[config.mk]
export PLATFORM = sky130hd
export DESIGN_NAME = usb_in_ep_tx_sched
export DESIGN_NICKNAME = d
export VERILOG_FILES = /design/src/rtl/usb_in_sched_pkg.sv /design/src/rtl/usb_in_ep_mux.sv /design/src/rtl/usb_in_ep_tx_sched.sv
export SDC_FILE = /design/constraint.sdc
export NUM_CORES = 1
export LEC_CHECK = 0
export ABC_AREA = 1
export BUFFER_PORTS_ARGS = -buffer_cell sky130_fd_sc_hd__buf_2
export CORE_ASPECT_RATIO = 1.4
export CORE_MARGIN = 5
export CORE_UTILIZATION = 50
export CTS_CLUSTER_DIAMETER = 40
export DETAILED_ROUTE_END_ITERATION = 10
export MAX_ROUTING_LAYER = met4
export PLACE_DENSITY = 0.82
export REMOVE_ABC_BUFFERS = 1
export SLEW_MARGIN = 20
export SYNTH_ARGS = -nofsm -noshare
export SYNTH_HDL_FRONTEND = slang
export SYNTH_HIERARCHICAL = 1
export SYNTH_SLANG_ARGS = --single-unit
[constraint.sdc]
create_clock -name clk_i -period 3.7 [get_ports clk_i]
set_clock_uncertainty 0.2 [all_clocks]
set_input_delay 1.11 -clock clk_i [delete_from_list [all_inputs] [get_ports clk_i]]
set_output_delay 1.11 -clock clk_i [all_outputs]
set_load 0.02 [all_outputs]
[src/rtl/usb_in_sched_pkg.sv]
// Package for the USB IN endpoint transmit scheduler.
// Holds the scheduler state encoding, the packet-length and endpoint-number
// widths, and the length clamp helper. All scheduler files import it.
package usb_in_sched_pkg;

  typedef enum logic [1:0] {
    IDLE    = 2'd0,
    SEND    = 2'd1,
    NAKWAIT = 2'd2
  } state_t;

  localparam int LEN_W = 12;  // txdat_len / per-source byte count width
  localparam int EP_W  = 4;   // USB endpoint number width

  // Packet length offered to the controller: what the source holds,
  // clamped to the maximum packet size.
  function automatic logic [LEN_W-1:0] min_len(input logic [LEN_W-1:0] avail,
                                               input logic [LEN_W-1:0] max_len);
    return (avail > max_len) ? max_len : avail;
  endfunction

endpackage

[src/rtl/usb_in_ep_mux.sv]
// NUM_EP-way source selector for the IN transmit scheduler.
// Picks the byte count and head byte of source sel_i and produces a one-hot
// decode of sel_i. An index outside 0..NUM_EP-1 selects nothing (all zero).
// Ports:
//   sel_i       source index
//   ep_avail_i  packed per-source byte counts, source 0 in the LSBs
//   ep_dat_i    packed per-source head bytes, source 0 in the LSBs
//   avail_o     byte count of the selected source
//   dat_o       head byte of the selected source
//   sel_oh_o    one-hot decode of sel_i
module usb_in_ep_mux
  import usb_in_sched_pkg::*;
#(
  parameter int NUM_EP = 4
) (
  input  logic [EP_W-1:0]         sel_i,
  input  logic [NUM_EP*LEN_W-1:0] ep_avail_i,
  input  logic [NUM_EP*8-1:0]     ep_dat_i,
  output logic [LEN_W-1:0]        avail_o,
  output logic [7:0]              dat_o,
  output logic [NUM_EP-1:0]       sel_oh_o
);

  always_comb begin
    avail_o  = '0;
    dat_o    = '0;
    sel_oh_o = '0;
    for (int i = 0; i < NUM_EP; i++) begin
      if (sel_i == EP_W'(i)) begin
        avail_o     = ep_avail_i[i*LEN_W +: LEN_W];
        dat_o       = ep_dat_i[i*8 +: 8];
        sel_oh_o[i] = 1'b1;
      end
    end
  end

endmodule

[src/rtl/usb_in_ep_tx_sched.sv]
// USB IN endpoint transmit scheduler.
// Shares the controller's single IN transmit port (txdat/txcork/txpop) between
// NUM_EP first-word-fall-through byte FIFOs. Endpoint numbers 1..NUM_EP map to
// source index 0..NUM_EP-1. While idle it tracks the controller's current
// endpoint and presents txcork/txdat_len for it; during a transaction it
// freezes the selection and steers txpop to the chosen FIFO.
// Optional feature: define USB_IN_ZLP_EN to send a zero-length packet after a
// full MAX_PKT packet that emptied its source.
// Ports:
//   clk_i, reset_i     PHY_CLKOUT clock, asynchronous active-high reset
//   usbrst_i           USB bus reset, synchronous abort to IDLE
//   endpt_i            current endpoint number from the controller
//   txact_i            IN transaction in progress
//   txpop_i            controller takes one byte this cycle
//   txpktfin_i         controller finished the packet
//   txcork_o           1 = nothing to send for this endpoint (NAK)
//   txdat_len_o        packet length in bytes
//   txdat_o            byte for the controller (valid in SEND)
//   ep_avail_i         packed per-source byte counts
//   ep_dat_i           packed per-source head bytes
//   ep_rd_o            one-hot pop strobe to the sources
//   ep_busy_o          source currently being drained
//   overpop_o          sticky: a pop arrived beyond the committed length
module usb_in_ep_tx_sched
  import usb_in_sched_pkg::*;
#(
  parameter int NUM_EP  = 4,
  parameter int MAX_PKT = 512
) (
  input  logic                    clk_i,
  input  logic                    reset_i,
  input  logic                    usbrst_i,
  input  logic [EP_W-1:0]         endpt_i,
  input  logic                    txact_i,
  input  logic                    txpop_i,
  input  logic                    txpktfin_i,
  output logic                    txcork_o,
  output logic [LEN_W-1:0]        txdat_len_o,
  output logic [7:0]              txdat_o,
  input  logic [NUM_EP*LEN_W-1:0] ep_avail_i,
  input  logic [NUM_EP*8-1:0]     ep_dat_i,
  output logic [NUM_EP-1:0]       ep_rd_o,
  output logic [NUM_EP-1:0]       ep_busy_o,
  output logic                    overpop_o
);

  localparam logic [LEN_W-1:0] MAX_LEN = LEN_W'(MAX_PKT);
  localparam logic [EP_W:0]    EP_LAST = (EP_W+1)'(NUM_EP);

  state_t           state_q;
  logic [EP_W-1:0]  sel_q;
  logic [LEN_W-1:0] len_q;
  logic [LEN_W-1:0] cnt_q;
  logic             cork_q;
  logic             overpop_q;
  logic             txact_q;

  logic [EP_W-1:0]   sel_d;
  logic [EP_W-1:0]   mux_sel;
  logic [LEN_W-1:0]  avail;
  logic [7:0]        dat;
  logic [NUM_EP-1:0] sel_oh;
  logic              hit;
  logic [LEN_W-1:0]  len_d;
  logic              cork_d;
  logic              act_rise;
  logic              act_fall;
  logic              pop_ok;
  logic              pop_over;

  // Endpoint 0 wraps to an out-of-range index, which the mux treats as empty.
  assign sel_d = endpt_i - EP_W'(1);
  assign hit   = (endpt_i != '0) && ({1'b0, endpt_i} <= EP_LAST);

  // While idle the mux follows the live endpoint so outputs lag it by one
  // cycle; otherwise it stays on the frozen selection.
  assign mux_sel = (state_q == IDLE) ? sel_d : sel_q;

  usb_in_ep_mux #(
    .NUM_EP(NUM_EP)
  ) u_mux (
    .sel_i     (mux_sel),
    .ep_avail_i(ep_avail_i),
    .ep_dat_i  (ep_dat_i),
    .avail_o   (avail),
    .dat_o     (dat),
    .sel_oh_o  (sel_oh)
  );

  assign len_d = hit ? min_len(avail, MAX_LEN) : '0;

  assign act_rise = txact_i && !txact_q;
  assign act_fall = !txact_i && txact_q;

  // Bus reset kills the strobe in the same cycle, before the state changes.
  assign pop_ok   = (state_q == SEND) && txpop_i && (cnt_q < len_q) && !usbrst_i;
  assign pop_over = (state_q == SEND) && txpop_i && (cnt_q >= len_q) && !usbrst_i;

`ifdef USB_IN_ZLP_EN
  logic [NUM_EP-1:0] zlp_q;
  logic              zlp_pend;
  logic              zlp_set;

  always_comb begin
    zlp_pend = 1'b0;
    for (int i = 0; i < NUM_EP; i++) begin
      if (sel_d == EP_W'(i)) zlp_pend = zlp_q[i];
    end
  end

  // A simultaneous final pop counts toward the full packet and the emptied source.
  assign zlp_set = ((cnt_q + LEN_W'(pop_ok)) == MAX_LEN) &&
                   ((avail - LEN_W'(pop_ok)) == '0);

  assign cork_d = !hit || ((len_d == '0) && !(zlp_pend && (avail == '0)));

  always_ff @(posedge clk_i or posedge reset_i) begin
    if (reset_i) begin
      zlp_q <= '0;
    end else if (usbrst_i) begin
      zlp_q <= '0;
    end else if ((state_q == SEND) && txpktfin_i) begin
      for (int i = 0; i < NUM_EP; i++) begin
        if (sel_q == EP_W'(i)) begin
          if (zlp_set)           zlp_q[i] <= 1'b1;
          else if (len_q == '0)  zlp_q[i] <= 1'b0;
        end
      end
    end
  end
`else
  assign cork_d = !hit || (len_d == '0);
`endif

  always_ff @(posedge clk_i or posedge reset_i) begin
    if (reset_i) begin
      state_q   <= IDLE;
      sel_q     <= '0;
      len_q     <= '0;
      cnt_q     <= '0;
      cork_q    <= 1'b1;
      overpop_q <= 1'b0;
      txact_q   <= 1'b0;
    end else begin
      txact_q <= txact_i;
      if (pop_over) overpop_q <= 1'b1;

      if (usbrst_i) begin
        state_q <= IDLE;
        cnt_q   <= '0;
        cork_q  <= 1'b1;
        len_q   <= '0;
      end else begin
        case (state_q)
          IDLE: begin
            if (act_rise) begin
              // Selection and length freeze for the whole transaction.
              state_q <= cork_q ? NAKWAIT : SEND;
              cnt_q   <= '0;
            end else begin
              sel_q  <= sel_d;
              cork_q <= cork_d;
              len_q  <= len_d;
            end
          end
          SEND: begin
            if (pop_ok) cnt_q <= cnt_q + LEN_W'(1);
            // A pop in the finishing cycle is still forwarded above.
            if (txpktfin_i || act_fall) begin
              state_q <= IDLE;
              cnt_q   <= '0;
            end
          end
          NAKWAIT: begin
            if (act_fall) state_q <= IDLE;
          end
          default: state_q <= IDLE;
        endcase
      end
    end
  end

  assign txcork_o    = cork_q;
  assign txdat_len_o = len_q;
  assign txdat_o     = dat;
  assign overpop_o   = overpop_q;
  assign ep_rd_o     = {NUM_EP{pop_ok}} & sel_oh;
  assign ep_busy_o   = (state_q == SEND) ? sel_oh : '0;

endmodule

======== Yosys cells after proc, flatten, opt, wreduce, memory -nomap -nowiden ========
Cells that the tools add are included.
word-level totals
  memory bits (read-only) ................. 0
  register bits ........................... 33
  output and inout port bits .............. 30
  memory bits (writable) .................. 0
  memories ................................ 0
  word-level logic and storage cells ...... 83
  bits of input ports ..................... 90
  bits in latches ......................... 0
cells by class
  order comparisons ....................... 4
  shifts and indexed selects .............. 0
  add/sub/neg operators ................... 2
  multipliers ............................. 0
  multiplexer cells ....................... 33
  equality and inequality tests ........... 10
  reductions and logical operators ........ 24
  divide/modulo/power cells ............... 0
  bitwise logic cells ..................... 3
operators with widths
  kind                                                                    count
  12-bit two-way mux                                                      13
  8-bit two-way mux                                                       4
  12-bit one-hot mux with 2 select lines                                  1
  12-bit by 1-bit adder with 12-bit output, second input constant         1
  12-bit greater-or-equal comparator                                      1
  12-bit by 10-bit > comparator with 1-bit output, second input constant  1
  12-bit zero test                                                        1
  12-bit less-than comparator                                             1
  2-bit two-way mux                                                       5
  3-bit AND reduction                                                     3
  4-bit by 2-bit == test with 1-bit output, second input constant         2
  1-bit logical AND                                                       8
  4-bit two-way mux                                                       2
  1-bit two-way mux                                                       7
  3-bit != test, second input constant                                    2
  2-bit one-hot mux with 3 select lines                                   1
  4-bit AND                                                               1
  4-bit by 1-bit == test with 1-bit output, second input constant         1
  4-bit by 3-bit <= comparator with 1-bit output, second input constant   1
  1-bit zero test                                                         4
  4-bit zero test                                                         1
  4-bit by 3-bit != test with 1-bit output, second input constant         1
  4-bit nonzero test                                                      1
  4-bit by 1-bit subtractor with 4-bit output, second input constant      1
  other kinds (10)                                                        12

======== Longest topological paths before layout ========
Gate-level depths: netlist of the first run.
  depth after elaboration ................. 15
  depth in mapped cells ................... 20
  depth with buffers taken out ............ 18

======== Cells and area by module ========
The synthesis of the first run kept the hierarchy.
modules (own cells, without submodules)
  module              instances  area each (µm²)  cells an instance  sequential area each (µm²)
  usb_in_ep_tx_sched  1          2318.5           327                827.0
  usb_in_ep_mux       1          679.4            130                0.0

======== Worst setup path after synthesis of the first run ========
Ideal clock, no wire load.
  kind .................................... input-to-output
  start ................................... in endpt_i[0]
  end ..................................... out ep_busy_o[0]
  arrival time ............................ 2.547 ns
  data required time ...................... 2.390 ns
  cell stages on the path ................. 11
  path buffers ............................ 1
  path slack .............................. -0.157 ns
  cells stage by stage .................... inv_1 -> ha_1 -> xor2_1 -> nand2_1 -> o21ai_0 -> nor2_4 -> buf_2 -> nand2_1 -> nor2_1 -> inv_1 -> nor2_1
between the ends
  longest elaborated chain between the ends .. 5
RTL lines
  element                                      line                       text
  from (decl)                                  usb_in_ep_tx_sched.sv:33   input logic [EP_W-1:0] endpt_i,
  4-bit by 1-bit subtractor with 4-bit output  usb_in_ep_tx_sched.sv:72   assign sel_d = endpt_i - EP_W'(1);
  4-bit two-way mux                            usb_in_ep_tx_sched.sv:77   assign mux_sel = (state_q == IDLE) ? sel_d : sel_q;
  via mux_sel[2]                               usb_in_ep_tx_sched.sv:59   logic [EP_W-1:0] mux_sel;
  4-bit zero test                              usb_in_ep_mux.sv:29        if (sel_i == EP_W'(i)) begin
  1-bit two-way mux                            usb_in_ep_mux.sv:29
  via sel_oh[0]                                usb_in_ep_tx_sched.sv:62   logic [NUM_EP-1:0] sel_oh;
  4-bit two-way mux                            usb_in_ep_tx_sched.sv:188  assign ep_busy_o = (state_q == SEND) ? sel_oh : '0;
  to (decl)                                    usb_in_ep_tx_sched.sv:43   output logic [NUM_EP-1:0] ep_busy_o,
The timed path passes the listed nets, and every way through them passes these cells.

======== Worst setup path in the final report of the first run ========
  start ................................... in endpt_i[0]
  end ..................................... out txdat_o[7]
between the ends
  longest elaborated chain between the ends .. 7
  elaborated cells on any way between the ends .. 10
RTL lines
  element                                          line                      text
  4-bit by 1-bit subtractor with 4-bit output (*)  usb_in_ep_tx_sched.sv:72
  via sel_d[0]                                     usb_in_ep_tx_sched.sv:58  logic [EP_W-1:0] sel_d;
  4-bit two-way mux (*)                            usb_in_ep_tx_sched.sv:77
  4-bit zero test                                  usb_in_ep_mux.sv:29
  8-bit two-way mux (3 in a row)                   usb_in_ep_mux.sv:29
  8-bit two-way mux (*)                            usb_in_ep_mux.sv:29
  to (decl)                                        usb_in_ep_tx_sched.sv:39  output logic [7:0] txdat_o,
Mark *: on every way through the listed nets, which the timed path passes. The rest lies on a longest branch.

==> out/qor.csv, run 1 <==
metric,value,unit
drv_cap,0,
rsz0062_at_grt,yes,
globalplace.congestion,0.940,
synth_fa_ha_area_share,6.26,%
crit_path_max_fanout,8,
path_cells,"buf_8, inv_8, ha_4, xor2_2, nand2_1, o21ai_2, nor2_4, buf_12, buf_12, nand3_2, nand4_1, buf_6",
drc,0,
cts_tree,done,
ir_drop,0.328,mV
synth_mux_area_share,0,%
cts_root_buffer,clkbuf_8,
hp-start,overpop_o,
wl_per_cell,16.4,um
p_leak,2.14,nW
multi_input_area,2020,um2
relSlewSlack,67.0,%
port_buffers,119,
worstRegToRegCells,24,
pin_count,120,
synth_seq_area_share,27.6,%
cp_num_buf_inv,5,
cp_slowest_stage_delay,0.19,ns
grt_max_degree,34,
yosysTopAreaCell,dfrtp_1,
synth_cells,457,
yosysMostFrequentCell,nand3_1,
diodes,0,
ys.flop_type,dfrtp_1,
fin_crit_sh,105,%
slew_violations,0,
hp-class,reg -> reg,
max-clock-path-buffers,2,
violations,setup timing,
grt_first_pass_wirelength,16700,um
numCtsBuffers,5,
pre_cts_ws,-0.474,ns
grtUsageTotal,28.7,%
grt_pass1_vias,3835,
globalRouteOverflowTotal,0,
dp_hpwl,7570,um
synth_top_cells_by_count,"115 x nand3_1, 60 x nand2_1, 49 x inv_1",
ys_types,36,
p_seq_share,18.2,%
first_iter_violations,365,
tightest_slew,0.493,ns
die_w,75.4,um
clk_pin_slew_worst_paths,0.07,ns
critPathRequiredTime,2.39,ns
r2r_start,state_q[1],
cts-htree-levels,2,
synth_area_leaders,"dfrtp_1 27%, nand3_1 19%, nand2_1 7.5%",
drtPass1Iterations,8,
synthSimpleGateAreaFrac,44.0,%
cts.sinks,33,
cp-startpoint,endpt_i[0],
worstSetupStartpointType,input port,
path_class,in -> out,
ant_nets,0,
setup_slack,-0.182,ns
synth.cell_area,3000,um2
core_region_area,5860,um2
hold_viol_final,0,
setup_viol,16,
syn_avg_cell_area,6.56,um2
synthXorXnorAreaFrac,0.584,%
crit_path_top_delay_cell,buf_6,
status,finished with violations,
holdPathStages,2,
insertion_delay,0.29,ns
vias_per_cell,5.91,
ys_async_sr_fraction,100,%
fillers,424,
swShare,45.9,%
fin_crit,3.88,ns
synth-compound-area-share,8.76,%
crit_path_end_kind,output port,
path_delay_family,buffers and inverters,
syn_to_final_growth,48.7,%
synth_top_family_by_area,simple AND/OR/NAND/NOR gates,
wirelength,11300,um
dp.cells,654,
regToRegSetupSlack,0.55,ns
synth_top_area_share,26.7,%
rows,33,
whs,0.268,ns
final_layout_size_suffix_gt1_share,40.1,%
cp_common_cell,buf_12,
die_area,7670,um2
seqCellArea,827,um2
vias,4051,
place_area,3780,um2
combPwrFrac,69.4,%
ys_ff_latch,33,
p_int,1.23,mW
fmax,258,MHz
initial_core_util,51.1,%
p_switching,1.04,mW
p_clk_share,12.4,%
fin_nets,720,
crit_arrival,2.57,ns
power_density,509,nW/um2
die_y,102,um
cp_num_cells,12,
final_cells,686,
synth_edf_count,0,
synth_warnings,6,
final_cell_area,4460,um2
antenna_found_initial,0,
-- worst reg2reg max path: stages (launching register included) --
cell	delay, ns
dfrtp_1	0.43
nor2_2	0.14
inv_2	0.11
nand2_1	0.13
o21ai_4	0.08
buf_6	0.14
inv_2	0.07
nor2_4	0.04
buf_4	0.16
buf_4	0.14
buf_4	0.15
buf_4	0.15
buf_4	0.13
nand3_1	0.06
nand4_1	0.11
nor2_1	0.12
nand2_1	0.06
nor2_1	0.08
nand2_1	0.09
nand2_4	0.11
o21ai_1	0.08
nand3_1	0.07
nor2_1	0.04
nor2_1	0.14
nor2_1	0.06
-- registers in the layout (all words and copies together), names as in the netlist --
signal	count
txdat_len_o	12
txcork_o	1
cnt_q	12
txact_q	1
overpop_o	1
sel_q	4
state_q	2
-- metal layers --
layer / track usage, % / share of wire [%] / wire (um) / vias to the layer above
li1: - / - / - / 1871
met1: 30.9 / 34 / 3810 / 1848
met2: 50.5 / 52 / 5860 / 273
met3: 2.68 / 8.4 / 943 / 59
met4: 14.9 / 5.8 / 652 / 0
met5: - / 0 / 0 / -
-- power by group through the flow --
stage	Sequential [mW]	Combinational [mW]	Clock, mW
finish	0.413	1.58	0.281
global placement	0.416	1.10	0
CTS	0.412	1.43	0.284
floorplan	0.424	0.655	0
global route	0.417	1.68	0.295
detailed placement	0.419	1.12	0
-- cells by family after synthesis --
| logic type | Yosys count |
|---|---|
| flip-flops | 33 |
| adder cells (fa/ha/maj) | 15 |
| AND/OR/NAND/NOR | 273 |
| XOR/XNOR | 2 |
| buffers and inverters | 85 |
| AO/OA/AOI/OAI | 49 |
-- through the flow --
step / total power, mW / setup TNS [ns] / utilization (%)
after floorplan: 1.08 / -11.51 / -
after global placement: 1.52 / -4.35 / 64.5
after detailed placement: 1.54 / -5.59 / 64.5
after CTS: 2.12 / -0.617 / 73.2
after global routing: 2.39 / -3.06 / 76.1
final: 2.27 / -2.01 / 76.1
-- repair_timing --
item                                    in CTS  in global routing
endpoints found under the setup margin      16                 26
resized for setup                           70                 36
buffers inserted                            15                  6
hold buffers                                 0                  0
gates cloned                                 3                  1
pin swaps                                   16                 25
-- layout by cell type, fill, tap and decap left out, types with 2 or more instances in the layout --
cell type and count:
nand2_4 3, dfrtp_1 32, buf_12 3, buf_6 16, nand3_2 17, nand2_1 58, clkbuf_8 6, nand3_4 2
buf_2 100, nor2_4 7, clkbuf_1 2, inv_4 4, inv_2 11, nand3_1 99, ha_1 13, nor2_1 36
buf_4 54, o21ai_2 3, nand4_1 28, o21ai_4 2, a21oi_1 5, inv_1 43, o21ai_1 27, o21ai_0 7
ha_4 2, xor2_2 2, nor3_1 10, nor2_2 6, or2_1 2
-- layout make-up --
class	count	area share, %
multi-input combinational	339	45.2
timing repair buffer	175	26.6
sequential	33	18.5
inverter	61	5.64
clock buffer	8	2.02
tap	70	1.96
-- path summary, 6_finish.rpt --
| kind | endpoint |
|---|---|
| worst max-delay path | txdat_o[7] |
| worst min-delay path | overpop_o |
| worst max register to register | txcork_o |
| worst min register to register | overpop_o |
| max in group asynchronous | txcork_o |
| min in group asynchronous | txdat_len_o[3] |
No activity file was read; power rests on OpenSTA's default activity.
==> run 2: changes to the inputs <==
Settings changed: RECOVER_POWER from default to 50.
Clock period 3.7 ns to 4.4 ns, I/O delays scaled along.
==> out/qor.csv, run 2 (synthesis gave the netlist of run 1 again) <==
metric,value,unit,change
path_class,in -> out,,
dp.cells,638,,-2.4%
slew_violations,34,,+34
cts_root_buffer,clkbuf_8,,
cp_common_cell,buf_4,,
die_y,102,um,unchanged
tightest_slew,1.77,ns,+1.28 ns
fillers,479,,+13%
final_cell_mix,"106 x nand3_1, 105 x buf_2, 59 x nand2_1",,
ir_drop,0.398,mV,+22%
port_buffers,119,,unchanged
syn_to_final_growth,37.2,%,
fin_nets,689,,-4.3%
cp_slowest_stage_delay,0.32,ns,+0.13 ns
max-clock-path-buffers,2,,unchanged
clk_pin_slew_worst_paths,0.07,ns,about the same
drv_cap,1,,+1
final_cells,655,,-4.5%
layout_commonest_cell,nand3_1,,
setup_slack,-0.0274,ns,+0.154 ns
critPathRequiredTime,2.88,ns,+0.49 ns
multi_input_area,1890,um2,-6.5%
final_layout_size_suffix_gt1_share,32.5,%,-7.6 points
pin_count,120,,unchanged
fmax,226,MHz,
globalRouteOverflowTotal,0,,unchanged
die_area,7670,um2,unchanged
grt_pass1_vias,3681,,-4.0%
cts.sinks,33,,unchanged
crit_path_max_fanout,10,,+2
path_cells,"buf_8, inv_4, ha_1, o21ai_4, buf_4, inv_2, nor2_2, buf_6, nand3_1, nand4_1, buf_4",,
grtUsageTotal,27.1,%,-1.6 points
wirelength,10200,um,-9.1%
antenna_found_initial,0,,unchanged
power_density,431,nW/um2,-15%
rsz0062_at_grt,yes,,
ant_nets,0,,unchanged
grt_max_degree,34,,unchanged
fin_crit,4.43,ns,
crit_path_end_kind,output port,,
p_leak,1.98,nW,-7.9%
die_w,75.4,um,unchanged
grt_first_pass_wirelength,15700,um,-5.9%
vias_per_cell,5.72,,-3.2%
hold_viol_final,0,,unchanged
cts_tree,done,,
crit_arrival,2.91,ns,+0.34 ns
rows,33,,unchanged
dp_hpwl,7400,um,-2.3%
setup_tns,-0.0274,ns,+1.99 ns
hold_buffers,0,,unchanged
pre_cts_ws,-0.371,ns,+0.102 ns
cp_num_buf_inv,6,,+1
violations,"capacitance limit, slew limit, setup timing",,
path_delay_family,buffers and inverters,,
fin_crit_sh,101,%,
wl_per_cell,15.6,um,-4.8%
drtPass1Iterations,5,,-3
vias,3746,,-7.5%
first_iter_violations,196,,-46%
crit_path_top_delay_cell,ha_1,,
worstSetupStartpointType,input port,,
cts-htree-levels,2,,unchanged
diodes,0,,unchanged
p_total,1.77,mW,-22%
initial_core_util,51.1,%,unchanged
drc,0,,unchanged
numCtsBuffers,5,,unchanged
status,finished with violations,,
relSlewSlack,-18.2,%,-85 points
insertion_delay,0.30,ns,about the same
core_region_area,5860,um2,unchanged
globalplace.congestion,0.938,,-0.18%
setup_viol,1,,-15
hp-class,reg -> reg,,
seqCellArea,827,um2,unchanged
==> run 2: worst reg2reg max path, stage by stage (launching register included) <==
cell and delay, ns:
dfrtp_1 0.43, nor2_2 0.35, nand2_1 0.09, o21ai_1 0.14, nor2_4 0.10, buf_12 0.16
clkbuf_16 0.16, buf_4 0.14, buf_4 0.18, nand3_1 0.11, nand4_1 0.08, or2_1 0.25
or2_4 0.26, nand2_4 0.14, o21ai_0 0.10, nand2_1 0.08, nor2_1 0.05, nor2_1 0.08
nor2_1 0.04
==> run 2: worst paths after layout <==
| path | from | to | slack (ns) | cells past startpoint |
|---|---|---|---|---|
| setup / recovery | endpt_i[0] | txdat_o[7] | -0.03 | 11 |
| hold / removal | overpop_o | overpop_o | 0.29 | 2 |
| setup reg to reg | state_q[1] | txcork_o | 1.20 | 18 |
| hold reg to reg | overpop_o | overpop_o | 0.29 | 2 |
| max in group asynchronous | reset_i | txdat_len_o[5] | 1.54 | 3 |
| min in group asynchronous | reset_i | cnt_q[10] | 1.44 | 3 |
==> run 2: per-layer routing <==
metal  track usage [%]  part of all wire (%)  wire [um]  vias to the layer above
met4              16.3                   4.8        495                        0
met3              2.98                   7.2        735                       41
met2              47.3                    53       5380                      184
met5                 -                     0          0                        -
li1                  -                     -          -                     1804
met1              28.2                    35       3630                     1717
==> run 2: stage by stage <==
stage | hold slack, ns | utilization (%) | instance area (um2)
6_report | 0.293 | 70.2 | 4110
5_1_grt | 0.330 | 70.2 | 4110
4_1_cts | 0.299 | 67.4 | 3950
3_5_place_dp | 0.280 | 62.4 | 3660
3_3_place_gp | 0.240 | 62.4 | 3660
2_1_floorplan | 0.253 | - | 2850
==> run 2: power breakdown <==
group,total [mW],switching (mW),internal (mW)
logic,1.13,0.656,0.472
registers,0.348,0.0180,0.330
clock network,0.297,0.128,0.170
total,1.77,0.801,0.971
==> run 2: cell type report <==
type,instances,share of cell area [%]
inverters,61,5.84
repair buffers,144,23.3
multi-input cells,339,45.8
clock inverters,3,1.13
clock buffers,5,1.67
flip-flops and latches,33,20.1
well taps,70,2.13
==> run 2: timing repair <==
item                                    4_1_cts  5_1_grt
gates cloned                                  4        2
buffers inserted                              3        0
gates resized for setup                      20       32
endpoints found under the setup margin        8       16
hold endpoints to repair                      0        0
pin swaps                                     4       11
==> run 3: changes to the inputs <==
Settings changed: PLACE_DENSITY 0.82 to default, PLACE_DENSITY_LB_ADDON from default to 0.3.
==> out/qor.csv, run 3 (synthesis gave the netlist of run 1 again) <==
metric,value,unit,change
layout_commonest_cell,nand3_1,,
drc,0,,unchanged
drv_cap,0,,-1
tightest_slew,1.33,ns,-0.447 ns
numCtsBuffers,5,,unchanged
fin_crit,4.36,ns,-0.0686 ns
antenna_found_initial,0,,unchanged
first_iter_violations,261,,+33%
crit_path_max_fanout,6,,-4
path_cells,"buf_2, inv_2, buf_6, ha_4, xor2_2, nand2_1, o21ai_2, nor2_4, buf_12, inv_4, nor3_2, inv_1, nor2_1, buf_4",,
globalplace.congestion,0.954,,+1.7%
diodes,0,,unchanged
vias_per_cell,5.65,,-1.3%
clk_pin_slew_worst_paths,0.07,ns,about the same
crit_path_top_delay_cell,xor2_2,,
max-clock-path-buffers,2,,unchanged
cts_tree,done,,
vias,3698,,-1.3%
insertion_delay,0.29,ns,about the same
initial_core_util,51.1,%,unchanged
final_cell_mix,"115 x nand3_1, 95 x buf_2, 59 x nand2_1",,
r2r_start,state_q[0],,
critPathRequiredTime,2.88,ns,about the same
fin_nets,689,,unchanged
final_core_util,68.1,%,-2.0 points
fmax,229,MHz,+1.6%
worstRegToRegCells,18,,unchanged
fillers,490,,+2.3%
worstSetupStartpointType,input port,,
holdPathStages,2,,unchanged
fin_crit_sh,99.1,%,-1.6 points
p_total,1.60,mW,-9.7%
hp-start,overpop_o,,
path_class,in -> out,,
rows,33,,unchanged
crit_arrival,2.84,ns,-0.07 ns
setup_viol,0,,-1
regToRegSetupSlack,1.09,ns,-0.11 ns
relSlewSlack,11.7,%,+30 points
dp_hpwl,7450,um,+0.62%
ant_nets,0,,unchanged
hold_viol_final,0,,unchanged
hp-class,reg -> reg,,
die_w,75.4,um,unchanged
ir_drop,0.363,mV,-8.9%
grt_first_pass_wirelength,15700,um,-0.57%
die_y,102,um,unchanged
dp.cells,640,,+0.31%
p_leak,1.92,nW,-2.8%
syn_to_final_growth,33.3,%,
die_area,7670,um2,unchanged
whs,0.272,ns,-0.0204 ns
final_layout_size_suffix_gt1_share,31.1,%,-1.4 points
pin_count,120,,unchanged
grt_max_degree,37,,+8.8%
port_buffers,119,,unchanged
cp_slowest_stage_delay,0.18,ns,-0.14 ns
globalRouteOverflowTotal,0,,unchanged
drtPass1Iterations,5,,unchanged
crit_path_end_kind,output port,,
grtUsageTotal,26.5,%,-0.54 points
status,completed,,
hold_buffers,0,,unchanged
wl_per_cell,14.9,um,-4.5%
cts.sinks,33,,unchanged
rr_endpoint,txcork_o,,
setup_tns,0,ns,+0.0274 ns
final_cells,655,,unchanged
core_region_area,5860,um2,unchanged
cts-htree-levels,2,,unchanged
slew_violations,0,,-100%
wirelength,9780,um,-4.5%
cts_root_buffer,clkbuf_8,,
power_density,401,nW/um2,-7.0%
holdPathEnd,overpop_o,,
grt_pass1_vias,3763,,+2.2%
[run 3: worst max-delay path: cells and delay by family]
kind,cells,cell delay [ns]
simple gates,4,0.46
compound gates,1,0.07
xor+xnor,1,0.18
buf+inv,7,0.65
fa+ha+maj,1,0.15
[run 3: routing by layer]
layer	track usage (%)	vias to the layer above	share of wire, %
li1	-	1804	-
met1	28.1	1674	36
met2	44.4	181	52
met3	3.67	39	6.9
met4	17.9	0	5.1
met5	-	-	0
[run 3: how the worst max path moves through the flow]
| stage | slack [ns] | start | to |
|---|---|---|---|
| 6_report | 0.04 | endpt_i[1] | ep_rd_o[1] |
| 5_1_grt | -0.05 | endpt_i[0] | ep_rd_o[1] |
| 4_1_cts | 0.007 | endpt_i[0] | txdat_o[7] |
| 3_5_place_dp | -0.34 | endpt_i[0] | txdat_o[7] |
| 3_3_place_gp | -0.31 | endpt_i[0] | txdat_o[5] |
| 2_1_floorplan | -0.57 | endpt_i[0] | ep_busy_o[1] |
[run 3: layout make-up]
type | instances | area, um2 | area share [%]
multi-input cells | 339 | 1850 | 46.2
repair buffers | 144 | 917 | 23.0
flip-flops and latches | 33 | 827 | 20.7
inverters | 61 | 235 | 5.89
well taps | 70 | 87.6 | 2.19
clock buffers | 6 | 72.6 | 1.82
clock inverters | 2 | 10.0 | 0.251
[run 3: timing repair]
action / in CTS / in global routing
resized for setup: 18 / 42
gates cloned: 1 / 1
setup endpoints to repair: 10 / 16
setup buffers: 2 / 5
pin swaps: 8 / 11
[run 3: report_power, final]
part	internal [mW]	switching, mW
sequential	0.330	0.0187
clock	0.110	0.112
combinational	0.412	0.619
[run 3: metrics by stage]
stage	instance area [um2]	setup slack (ns)
after floorplan	2850	-0.574
after detailed placement	3690	-0.343
after CTS	3860	0.00704
final	4000	0.0412
after global placement	3690	-0.306
after global routing	4000	-0.0533
